File: config.mk
export PLATFORM = sky130hd
export DESIGN_NAME = sdp_fifo_ctrl
export DESIGN_NICKNAME = d
export VERILOG_FILES = /design/src/rtl/sdp_fifo_ctrl.sv
export SDC_FILE = /design/constraint.sdc
export NUM_CORES = 1
export LEC_CHECK = 0
export ABC_AREA = 1
export BUFFER_PORTS_ARGS = -buffer_cell sky130_fd_sc_hd__buf_2
export CORE_MARGIN = 8
export CORE_UTILIZATION = 40
export DETAILED_ROUTE_END_ITERATION = 6
export PLACE_DENSITY = 0.65
export SETUP_SLACK_MARGIN = 0.4
export SYNTH_ARGS = -nofsm -noshare
export SYNTH_HDL_FRONTEND = slang
export SYNTH_SLANG_ARGS = --single-unit
File: constraint.sdc
create_clock -name clk -period 2.6 [get_ports clk]
set_input_delay 0.13 -clock clk [delete_from_list [all_inputs] [get_ports clk]]
set_output_delay 0.13 -clock clk [all_outputs]
set_load 0.02 [all_outputs]
File: src/rtl/sdp_fifo_ctrl.sv
// First-word-fall-through FIFO controller for an external simple-dual-port BRAM.
// A 2-entry output buffer hides the 1-cycle registered read so one word/cycle is sustained.
module sdp_fifo_ctrl #(
    parameter int ABITS = 4,
    parameter int DBITS = 8
) (
    input  logic             clk,
    input  logic             rst_n,
    input  logic             s_valid,
    output logic             s_ready,
    input  logic [DBITS-1:0] s_data,
    output logic             m_valid,
    input  logic             m_ready,
    output logic [DBITS-1:0] m_data,
    output logic             mem_we,
    output logic [ABITS-1:0] mem_wa,
    output logic [DBITS-1:0] mem_wd,
    output logic [ABITS-1:0] mem_ra,
    input  logic [DBITS-1:0] mem_rd,
    output logic [ABITS+1:0] count
);

    localparam logic [ABITS:0] DEPTH = {1'b1, {ABITS{1'b0}}};

    logic             r_run;
    logic [ABITS-1:0] r_wr_ptr;
    logic [ABITS-1:0] r_rd_ptr;
    logic [ABITS:0]   r_ram_cnt;
    logic             r_inflight;
    logic [1:0]       r_ob_cnt;
    logic [DBITS-1:0] r_ob0;
    logic [DBITS-1:0] r_ob1;

    logic             w_push;
    logic             w_pop;
    logic             w_issue;
    logic [1:0]       w_occ;
    logic [1:0]       w_base;
    logic [1:0]       w_ob_cnt_nxt;
    logic [DBITS-1:0] w_ob0_nxt;
    logic [DBITS-1:0] w_ob1_nxt;

    assign s_ready = r_run && (r_ram_cnt != DEPTH);
    assign w_push  = s_valid && s_ready;
    assign m_valid = (r_ob_cnt != 2'd0);
    assign w_pop   = m_valid && m_ready;
    assign m_data  = r_ob0;

    assign mem_we  = w_push;
    assign mem_wa  = r_wr_ptr;
    assign mem_wd  = s_data;
    assign mem_ra  = r_rd_ptr;

    // Buffer slots claimed after this cycle's pop must leave room for the word being issued.
    assign w_occ   = r_ob_cnt + {1'b0, r_inflight};
    assign w_issue = (r_ram_cnt != '0) && (w_occ <= ({1'b0, w_pop} + 2'd1));

    assign w_ob_cnt_nxt = r_ob_cnt + {1'b0, r_inflight} - {1'b0, w_pop};
    assign w_base       = r_ob_cnt - {1'b0, w_pop};

    assign count = {1'b0, r_ram_cnt} + (ABITS+2)'(r_inflight) + (ABITS+2)'(r_ob_cnt);

    always_comb begin
        w_ob0_nxt = r_ob0;
        w_ob1_nxt = r_ob1;
        if (w_pop) begin
            w_ob0_nxt = r_ob1;
        end
        // Returning read data lands in the first slot that is free after the shift.
        if (r_inflight) begin
            if (w_base == 2'd0) begin
                w_ob0_nxt = mem_rd;
            end else begin
                w_ob1_nxt = mem_rd;
            end
        end
    end

    always_ff @(posedge clk or negedge rst_n) begin
        if (!rst_n) begin
            r_run      <= 1'b0;
            r_wr_ptr   <= '0;
            r_rd_ptr   <= '0;
            r_ram_cnt  <= '0;
            r_inflight <= 1'b0;
            r_ob_cnt   <= '0;
            r_ob0      <= '0;
            r_ob1      <= '0;
        end else begin
            r_run      <= 1'b1;
            r_inflight <= w_issue;
            r_ob_cnt   <= w_ob_cnt_nxt;
            r_ob0      <= w_ob0_nxt;
            r_ob1      <= w_ob1_nxt;
            r_ram_cnt  <= r_ram_cnt + (ABITS+1)'(w_push) - (ABITS+1)'(w_issue);
            if (w_push) begin
                r_wr_ptr <= r_wr_ptr + ABITS'(1);
            end
            if (w_issue) begin
                r_rd_ptr <= r_rd_ptr + ABITS'(1);
            end
        end
    end

endmodule

==> run metrics, run 1 <==
1st-pass router iterations=4; Synth Instances=224; synthesis-to-layout area growth=22.24%; Detail Placement HPWL=2967 um; CP Cell Sequence=ha_4 > xor2_4 > ha_4 > inv_2 > nor2_2 > o21ai_2 > nand2_2 > inv_2 > ha_4 > inv_2 > ha_4 > inv_2 > fa_2 > nand3b_1 > nand2_1 > xnor2_1; main combinational cell family by area after synthesis=simple AND/OR/NAND/NOR gates; Tmin final=2604 ps; port buffer count=36; library cells used by synthesis=25; Synth Area in XOR/XNOR=0.04994; Final setup violation count=1; post-synthesis compound-gate area fraction=0.03696; WP data arrival=2800 ps; initial drt markers=57; Req. time, crit path=2790 ps; drt via density=4.607; status=complete, but fails checks; headroom to the max-slew limit=0.4967; Tot GR Track Use=0.1224; total core area=4692 um2; fill count=453; Max stage delay on crit path=420 ps; worst hold path type=input port to flip-flop; residual antenna-violating net count after detailed routing=0; PnR worst setup slack=-3.508 ps; Clock Skew=6.179 ps; vias in the first global route=1,534; drt total wl=4047 um; Setup crit start kind=flip-flop; layout cells sized above 1=0.3123; Final Max Slew Viols=0; worst slew pin tran=755.0 ps; WHS=64.21 ps; Finished Core Util=0.5027; Clock Sinks=33; Vias=1,488; Placer Congestion=0.7233; pin count of the biggest net entering global routing=34; Mapped Area=1929 um2; Post-route DRC=0; htree depth=2; setup TNS=-3.508 ps; Synth Area in Simple Gates=0.2542; crit end category=flip-flop; sequential area share after synthesis=0.4280; clock transition at the registers of the reported paths=70 ps; CTS tree=built; commonest cells after routing, fill and taps aside=nand2_1 (77), buf_2 (35), dfrtp_1 (32); die height=85.45 um; die span in x=85.45 um; initial antenna violation count=0; gr ovfl total=0; CTS root buf=clkbuf_8; I/O Pins=53; commonest non-fill, non-tap cell in the layout=nand2_1; max_cap viols=0; Worst path slowest cell=dfrtp_1; Adder-Cell Fraction of Synth Area=0.1284; clk buf depth=2; post-synthesis mux area share=0; Yosys reg bits=33; RSZ-0062 raised after global routing=true; period utilisation layout=1.001; die area=7302 um2; clk_lat worst skew=280 ps; Mapped Nets=262; Num CTS Buffers=5; fin cells=323; worst-path maximum fanout=2; violated checks=negative setup slack; WL/cell=12.53 um; Antenna Diode Count=0; nets@finish=306; placed cell count=309; starting density of the core=0.4112; f_max=384.1 MHz; Hold Fails Final Rpt=0; first-pass GRT wire length=7079 um; Syn. warnings=0; Rows=25; critical path type=flip-flop to flip-flop; Mean Syn Cell Area=8.613 um2
-- critical path: cells and delay by family, from the launching register on --
family,cells,cell delay (ps)
fa+ha+maj,5,1040
compound gates,1,170
buf+inv,4,230
flops,1,420
xor+xnor,2,290
simple gates,4,350
-- logic make-up after synthesis --
kind of cell	Yosys count
simple gates	112
buf+inv	40
flops	33
fa+ha+maj	18
xor+xnor	11
compound gates	9
other cells	1
-- layer usage --
layer / wire (um) / GRT usage
met1: 1816 / 0.1465
met2: 1924 / 0.1890
met3: 232 / 0.04344
met4: 72 / 0.06210
met5: 0 / 0
-- final cells by class --
type / instances / area [um2] / area share
inverters: 30 / 115.1 / 0.04881
clock buffers: 6 / 72.57 / 0.03077
clock inverters: 2 / 10.01 / 0.004244
flip-flops and latches: 33 / 827.0 / 0.3507
multi-input cells: 151 / 994.7 / 0.4218
well taps: 54 / 67.56 / 0.02865
repair buffers: 47 / 271.5 / 0.1151
-- synth_stat cells --
master / instances / area, um2
nand2_1: 78 / 292.8
dfrtp_1: 33 / 825.8
inv_1: 26 / 97.59
nand3_1: 17 / 85.08
ha_1: 15 / 187.7
buf_4: 9 / 67.56
xor2_1: 7 / 61.31
nor2_1: 5 / 18.77
xnor2_1: 4 / 35.03
a21oi_1: 3 / 15.01
a21oi_2: 3 / 26.28
fa_1: 3 / 60.06
inv_2: 3 / 11.26
nand2_4: 3 / 33.78
nand2_2: 2 / 12.51
nand3b_1: 2 / 15.01
nand4_1: 2 / 12.51
nor2_2: 2 / 12.51
buf_6: 1 / 11.26
conb_1: 1 / 3.750
inv_4: 1 / 6.260
nor3b_1: 1 / 7.510
o21ai_0: 1 / 5.000
o21ai_2: 1 / 8.760
o21ai_4: 1 / 16.27
-- what timing repair did --
| item | 4_1_cts | 5_1_grt |
|---|---|---|
| pin swaps | 6 | 4 |
| gates resized for setup | 0 | 7 |
| hold buffers | 1 | 0 |
| hold endpoints to repair | 33 | 0 |
| endpoints found under the setup margin | 4 | 5 |
| buffers inserted | 3 | 2 |
-- registers in the layout (all words and copies together) (netlist names) --
register and count:
m_data 8, mem_wa 4, r_inflight 1, r_ram_cnt 5
r_ob_cnt 2, mem_ra 4, r_run 1, r_ob1 8
-- path summary, 6_finish.rpt --
kind | from | end | slack [ps] | cells past startpoint
max | r_ob_cnt[0] | r_ram_cnt[4] | -4 | 16
max reg2reg | r_ob_cnt[0] | r_ram_cnt[4] | -4 | 16
max in group asynchronous | rst_n | r_ob_cnt[1] | 1620 | 2
min in group asynchronous | rst_n | r_ob1[3] | 460 | 2
min reg2reg | r_ob1[7] | r_ob1[7] | 480 | 2
min | mem_rd[0] | m_data[0] | 60 | 3
-- through the flow --
step	setup slack [ps]	cell area, um2
after floorplan	-24.23	1992
after global placement	43.69	2198
after detailed placement	-30.53	2198
after CTS	38.56	2313
after global routing	-117.8	2359
final	-3.508	2359
Power of run 1 is not shown: default switching activity piles up to over one toggle a cycle in this logic, so the estimate is an artifact.
==> inputs of run 2 (changes only) <==
--- a/config.mk
+++ b/config.mk
@@ -11,7 +11,7 @@
 export CORE_UTILIZATION = 40
 export DETAILED_ROUTE_END_ITERATION = 6
 export PLACE_DENSITY = 0.65
-export SETUP_SLACK_MARGIN = 0.4
+export SETUP_SLACK_MARGIN = 0.3
 export SYNTH_ARGS = -nofsm -noshare
 export SYNTH_HDL_FRONTEND = slang
 export SYNTH_SLANG_ARGS = --single-unit
==> run 2 against run 1 <==
Compared with the run above:
- the flow now finishes without violations
- utilization shrank 0.91 points
- sequential share of layout area up 0.64 points
- setup slack gained 43 ps
- worst hold slack improved by 1.0 ps
- via count is 0.27% lower
- fmax increased by 1.7%
- cell area shrank 1.8%
- critical path depth did not move
- register-to-register slack improved by 40 ps
- die area stayed put
- count of clock-buffer cells in the layout up 1
- global-route usage decreased by 0.18 points
==> run metrics, run 2 (same netlist as run 1, synthesis figures left out) <==
Final setup violation count=0; pin count of the biggest net entering global routing=34; WHS Path Cells=3; status=completed; 1st-pass router iterations=4; port buffer count=36; Post-route DRC=0; total core area=4692 um2; Hold Fails Final Rpt=0; CTS root buf=clkbuf_8; f_max=390.6 MHz; drt total wl=3932 um; Final Max Slew Viols=0; Setup crit start kind=flip-flop; headroom to the max-slew limit=0.4987; worst hold path type=input port to flip-flop; Tmin final=2560 ps; Multi-input gate area=984.7 um2; commonest cells after routing, fill and taps aside=nand2_1 (77), buf_2 (36), dfrtp_1 (32); clk buf depth=2; initial drt markers=61; Reg2Reg Depth=16; Tot GR Track Use=0.1206; initial antenna violation count=0; CTS tree=built; placed inst area=2191 um2; DP Worst Slack=-40.87 ps; first-pass GRT wire length=7031 um; die span in x=85.45 um; I/O Pins=53; layout cells sized above 1=0.2955; residual antenna-violating net count after detailed routing=0; max_cap viols=0; fill count=454; Antenna Diode Count=0; htree depth=2; clk_lat worst skew=280 ps; commonest non-fill, non-tap cell in the layout=nand2_1; Placer Congestion=0.7006; die height=85.45 um; clock transition at the registers of the reported paths=70 ps; Clock Sinks=33; Clock Skew=4.066 ps; worst slew pin tran=751.9 ps; Detail Placement HPWL=2957 um; gr ovfl total=0; Vias=1,484; PnR worst setup slack=39.57 ps; period utilisation layout=0.9848; critical path type=flip-flop to flip-flop; vias in the first global route=1,598; WL/cell=12.36 um; Req. time, crit path=2800 ps; worst-path maximum fanout=2; drt via density=4.667; die area=7302 um2; crit end category=flip-flop; Num CTS Buffers=5; WP data arrival=2760 ps; synthesis-to-layout area growth=20.04%; Rows=25; post-route cell area=2316 um2; storage element area=827.0 um2; starting density of the core=0.4112; RSZ-0062 raised after global routing=true; nets@finish=302
-- run 2: through the flow --
step / TNS (ps) / hold WS [ps] / util / cells
final: 0 / 65.23 / 0.4936 / 318
after global routing: -127.9 / 78.18 / 0.4936 / 318
after CTS: 0 / 55.56 / 0.4936 / 318
after detailed placement: -40.87 / 249.7 / 0.4669 / 308
after global placement: 0 / 253.6 / 0.4669 / 308
after floorplan: -24.23 / -165.6 / - / 224
-- run 2: final timing paths --
path / startpoint / to / slack (ps)
worst max-delay path: r_inflight / r_ram_cnt[4] / 40
worst min-delay path: mem_rd[4] / m_data[4] / 70
worst max register to register: r_inflight / r_ram_cnt[4] / 40
worst min register to register: r_ob1[0] / r_ob1[0] / 480
max in group asynchronous: rst_n / r_ob_cnt[1] / 1630
min in group asynchronous: rst_n / mem_wa[0] / 450
-- run 2: layout make-up --
class | count | area share
Multi-Input combinational cell | 151 | 0.4252
Sequential cell | 33 | 0.3571
Timing Repair Buffer | 43 | 0.1016
Inverter | 30 | 0.04970
Clock buffer | 7 | 0.03728
Tap cell | 54 | 0.02917
-- run 2: layer usage --
metal,GRT usage,up-vias,routed length [um]
met5,0,-,0
li1,-,759,-
met1,0.1430,680,1802
met2,0.1932,40,1835
met3,0.03764,5,227
met4,0.05732,0,65
-- run 2: critical path, cell delays in order, from the launching register on --
cell and delay [ps]:
dfrtp_1 390, ha_2 220, xor2_4 160, ha_4 250
inv_2 50, nor2_2 30, o21ai_2 140, nand2_2 80
inv_2 80, ha_4 190, inv_2 60, ha_4 120
inv_2 40, fa_2 340, nand3b_1 160, nand2_1 80
xnor2_1 110
-- run 2: what timing repair did --
| item | 4_1_cts | 5_1_grt |
|---|---|---|
| pin swaps | 6 | 0 |
| buffers inserted | 2 | 0 |
| hold endpoints to repair | 33 | 0 |
| gates resized for setup | 2 | 1 |
| endpoints found under the setup margin | 3 | 4 |
| hold buffers | 1 | 0 |
Power of run 2 is left out for the same reason.
==> inputs of run 3 (changes only) <==
--- a/config.mk
+++ b/config.mk
@@ -7,10 +7,13 @@
 export LEC_CHECK = 0
 export ABC_AREA = 1
 export BUFFER_PORTS_ARGS = -buffer_cell sky130_fd_sc_hd__buf_2
+export CELL_PAD_IN_SITES_DETAIL_PLACEMENT = 1
+export CELL_PAD_IN_SITES_GLOBAL_PLACEMENT = 1
 export CORE_MARGIN = 8
-export CORE_UTILIZATION = 40
+export CORE_UTILIZATION = 34
+export CTS_CLUSTER_SIZE = 20
 export DETAILED_ROUTE_END_ITERATION = 6
-export PLACE_DENSITY = 0.65
+export PLACE_DENSITY = 0.74
 export SETUP_SLACK_MARGIN = 0.3
 export SYNTH_ARGS = -nofsm -noshare
 export SYNTH_HDL_FRONTEND = slang
==> run 3 against run 2 <==
Compared with the run above:
- the flow now finishes with violations (negative setup slack)
- sequential share of layout area decreased by 2.8 points
- non-clock buffer count increased by 17
- critical path depth unchanged
- worst hold slack got worse by 4.9 ps
- via count increased by 8.8%
- setup slack got worse by 140 ps
- cell count increased by 11%
- register-to-register slack got worse by 140 ps
- wire length increased by 36%
- count of clock-buffer cells in the layout unchanged
- critical path type unchanged
- critical endpoint unchanged
==> run metrics, run 3 (same netlist as run 1, synthesis figures left out) <==
status=complete, but fails checks; violated checks=negative setup slack; Req. time, crit path=2810 ps; gr ovfl total=0; die area=8341 um2; residual antenna-violating net count after detailed routing=0; PnR worst setup slack=-96.60 ps; vias in the first global route=1,832; commonest non-fill, non-tap cell in the layout=nand2_1; Post-route DRC=0; WHS=60.30 ps; WL/cell=15.05 um; drt total wl=5328 um; 1st-pass router iterations=4; worst hold path type=input port to flip-flop; post-route cell area=2515 um2; synthesis-to-layout area growth=30.35%; worst slew pin tran=780.8 ps; htree depth=2; Num CTS Buffers=5; die span in x=91.33 um; max_cap viols=0; drt via density=4.562; Final Max Slew Viols=0; WP data arrival=2910 ps; WHS Path Cells=3; fill count=663; Vias=1,615; worst-path maximum fanout=2; clk_lat worst skew=290 ps; CTS tree=built; die height=91.33 um; nets@finish=319; clock transition at the registers of the reported paths=70 ps; f_max=370.8 MHz; Placer Congestion=0.7453; layout cells sized above 1=0.3511; commonest cells after routing, fill and taps aside=nand2_1 (77), buf_2 (33), dfrtp_1 (32); Clock Skew=7.264 ps; Finished Core Util=0.4567; starting density of the core=0.3504; critical path type=flip-flop to flip-flop; headroom to the max-slew limit=0.4795; placed inst area=2228 um2; Hold Fails Final Rpt=0; Detail Placement HPWL=3486 um; Reg2Reg Depth=16; period utilisation layout=1.037; Antenna Diode Count=0; pin count of the biggest net entering global routing=34; Final setup violation count=6; Tot GR Track Use=0.1308; initial antenna violation count=0; initial drt markers=29; Setup crit start kind=flip-flop; crit end category=flip-flop; first-pass GRT wire length=8756 um; CTS root buf=clkbuf_8; port buffer count=36; clk buf depth=2; Clock Sinks=33; I/O Pins=53; RSZ-0062 raised after global routing=true; Tmin final=2697 ps; Rows=27; total core area=5507 um2
run 3: final timing paths:
| path | slack, ps | start | end |
|---|---|---|---|
| setup / recovery | -100 | r_ob_cnt[0] | r_ram_cnt[4] |
| hold / removal | 60 | mem_rd[5] | m_data[5] |
| setup reg to reg | -100 | r_ob_cnt[0] | r_ram_cnt[4] |
| hold reg to reg | 480 | r_ob1[1] | r_ob1[1] |
| max in group asynchronous | 1600 | rst_n | r_ob_cnt[1] |
| min in group asynchronous | 460 | rst_n | mem_wa[3] |
run 3: area by class of cell:
class,instances,area [um2],area share
Multi-Input combinational cell,151,997.2,0.3965
Sequential cell,33,827.0,0.3289
Timing Repair Buffer,60,381.6,0.1517
Inverter,30,117.6,0.04677
Clock buffer,7,96.34,0.03831
Tap cell,72,90.09,0.03582
Clock inverter,1,5.005,0.001990
run 3: layer usage:
layer / up-vias / share of wire / wire length [um] / track usage
met5: - / 0 / 0 / 0
li1: 798 / - / - / -
met4: 0 / 0.017 / 89 / 0.04911
met3: 6 / 0.042 / 225 / 0.03786
met1: 779 / 0.41 / 2189 / 0.1397
met2: 32 / 0.53 / 2823 / 0.2376
run 3: critical path, stage by stage, from the launching register on:
cell and delay, ps:
dfrtp_1 420, ha_4 190, xor2_4 190, ha_4 230, inv_2 50, nor2_2 30
o21ai_2 160, nand2_2 80, inv_2 100, ha_4 200, inv_2 70, ha_4 140
inv_2 40, fa_2 330, nand3b_1 170, nand2_1 90, xnor2_1 120
run 3: through the flow:
stage	setup WS [ps]	setup TNS (ps)	cells
after floorplan	-24.23	-24.23	224
after global placement	39.62	0	328
after detailed placement	-70.69	-70.69	328
after CTS	1.571	0	349
after global routing	-197.0	-1009	354
final	-96.60	-381.8	354
run 3: timing repair:
action | in CTS | in global routing
hold endpoints to repair | 33 | 0
pin swaps | 5 | 5
buffers inserted | 12 | 5
setup endpoints to repair | 4 | 10
hold buffers | 1 | 0
resized for setup | 0 | 13
Power of run 3 is left out for the same reason.
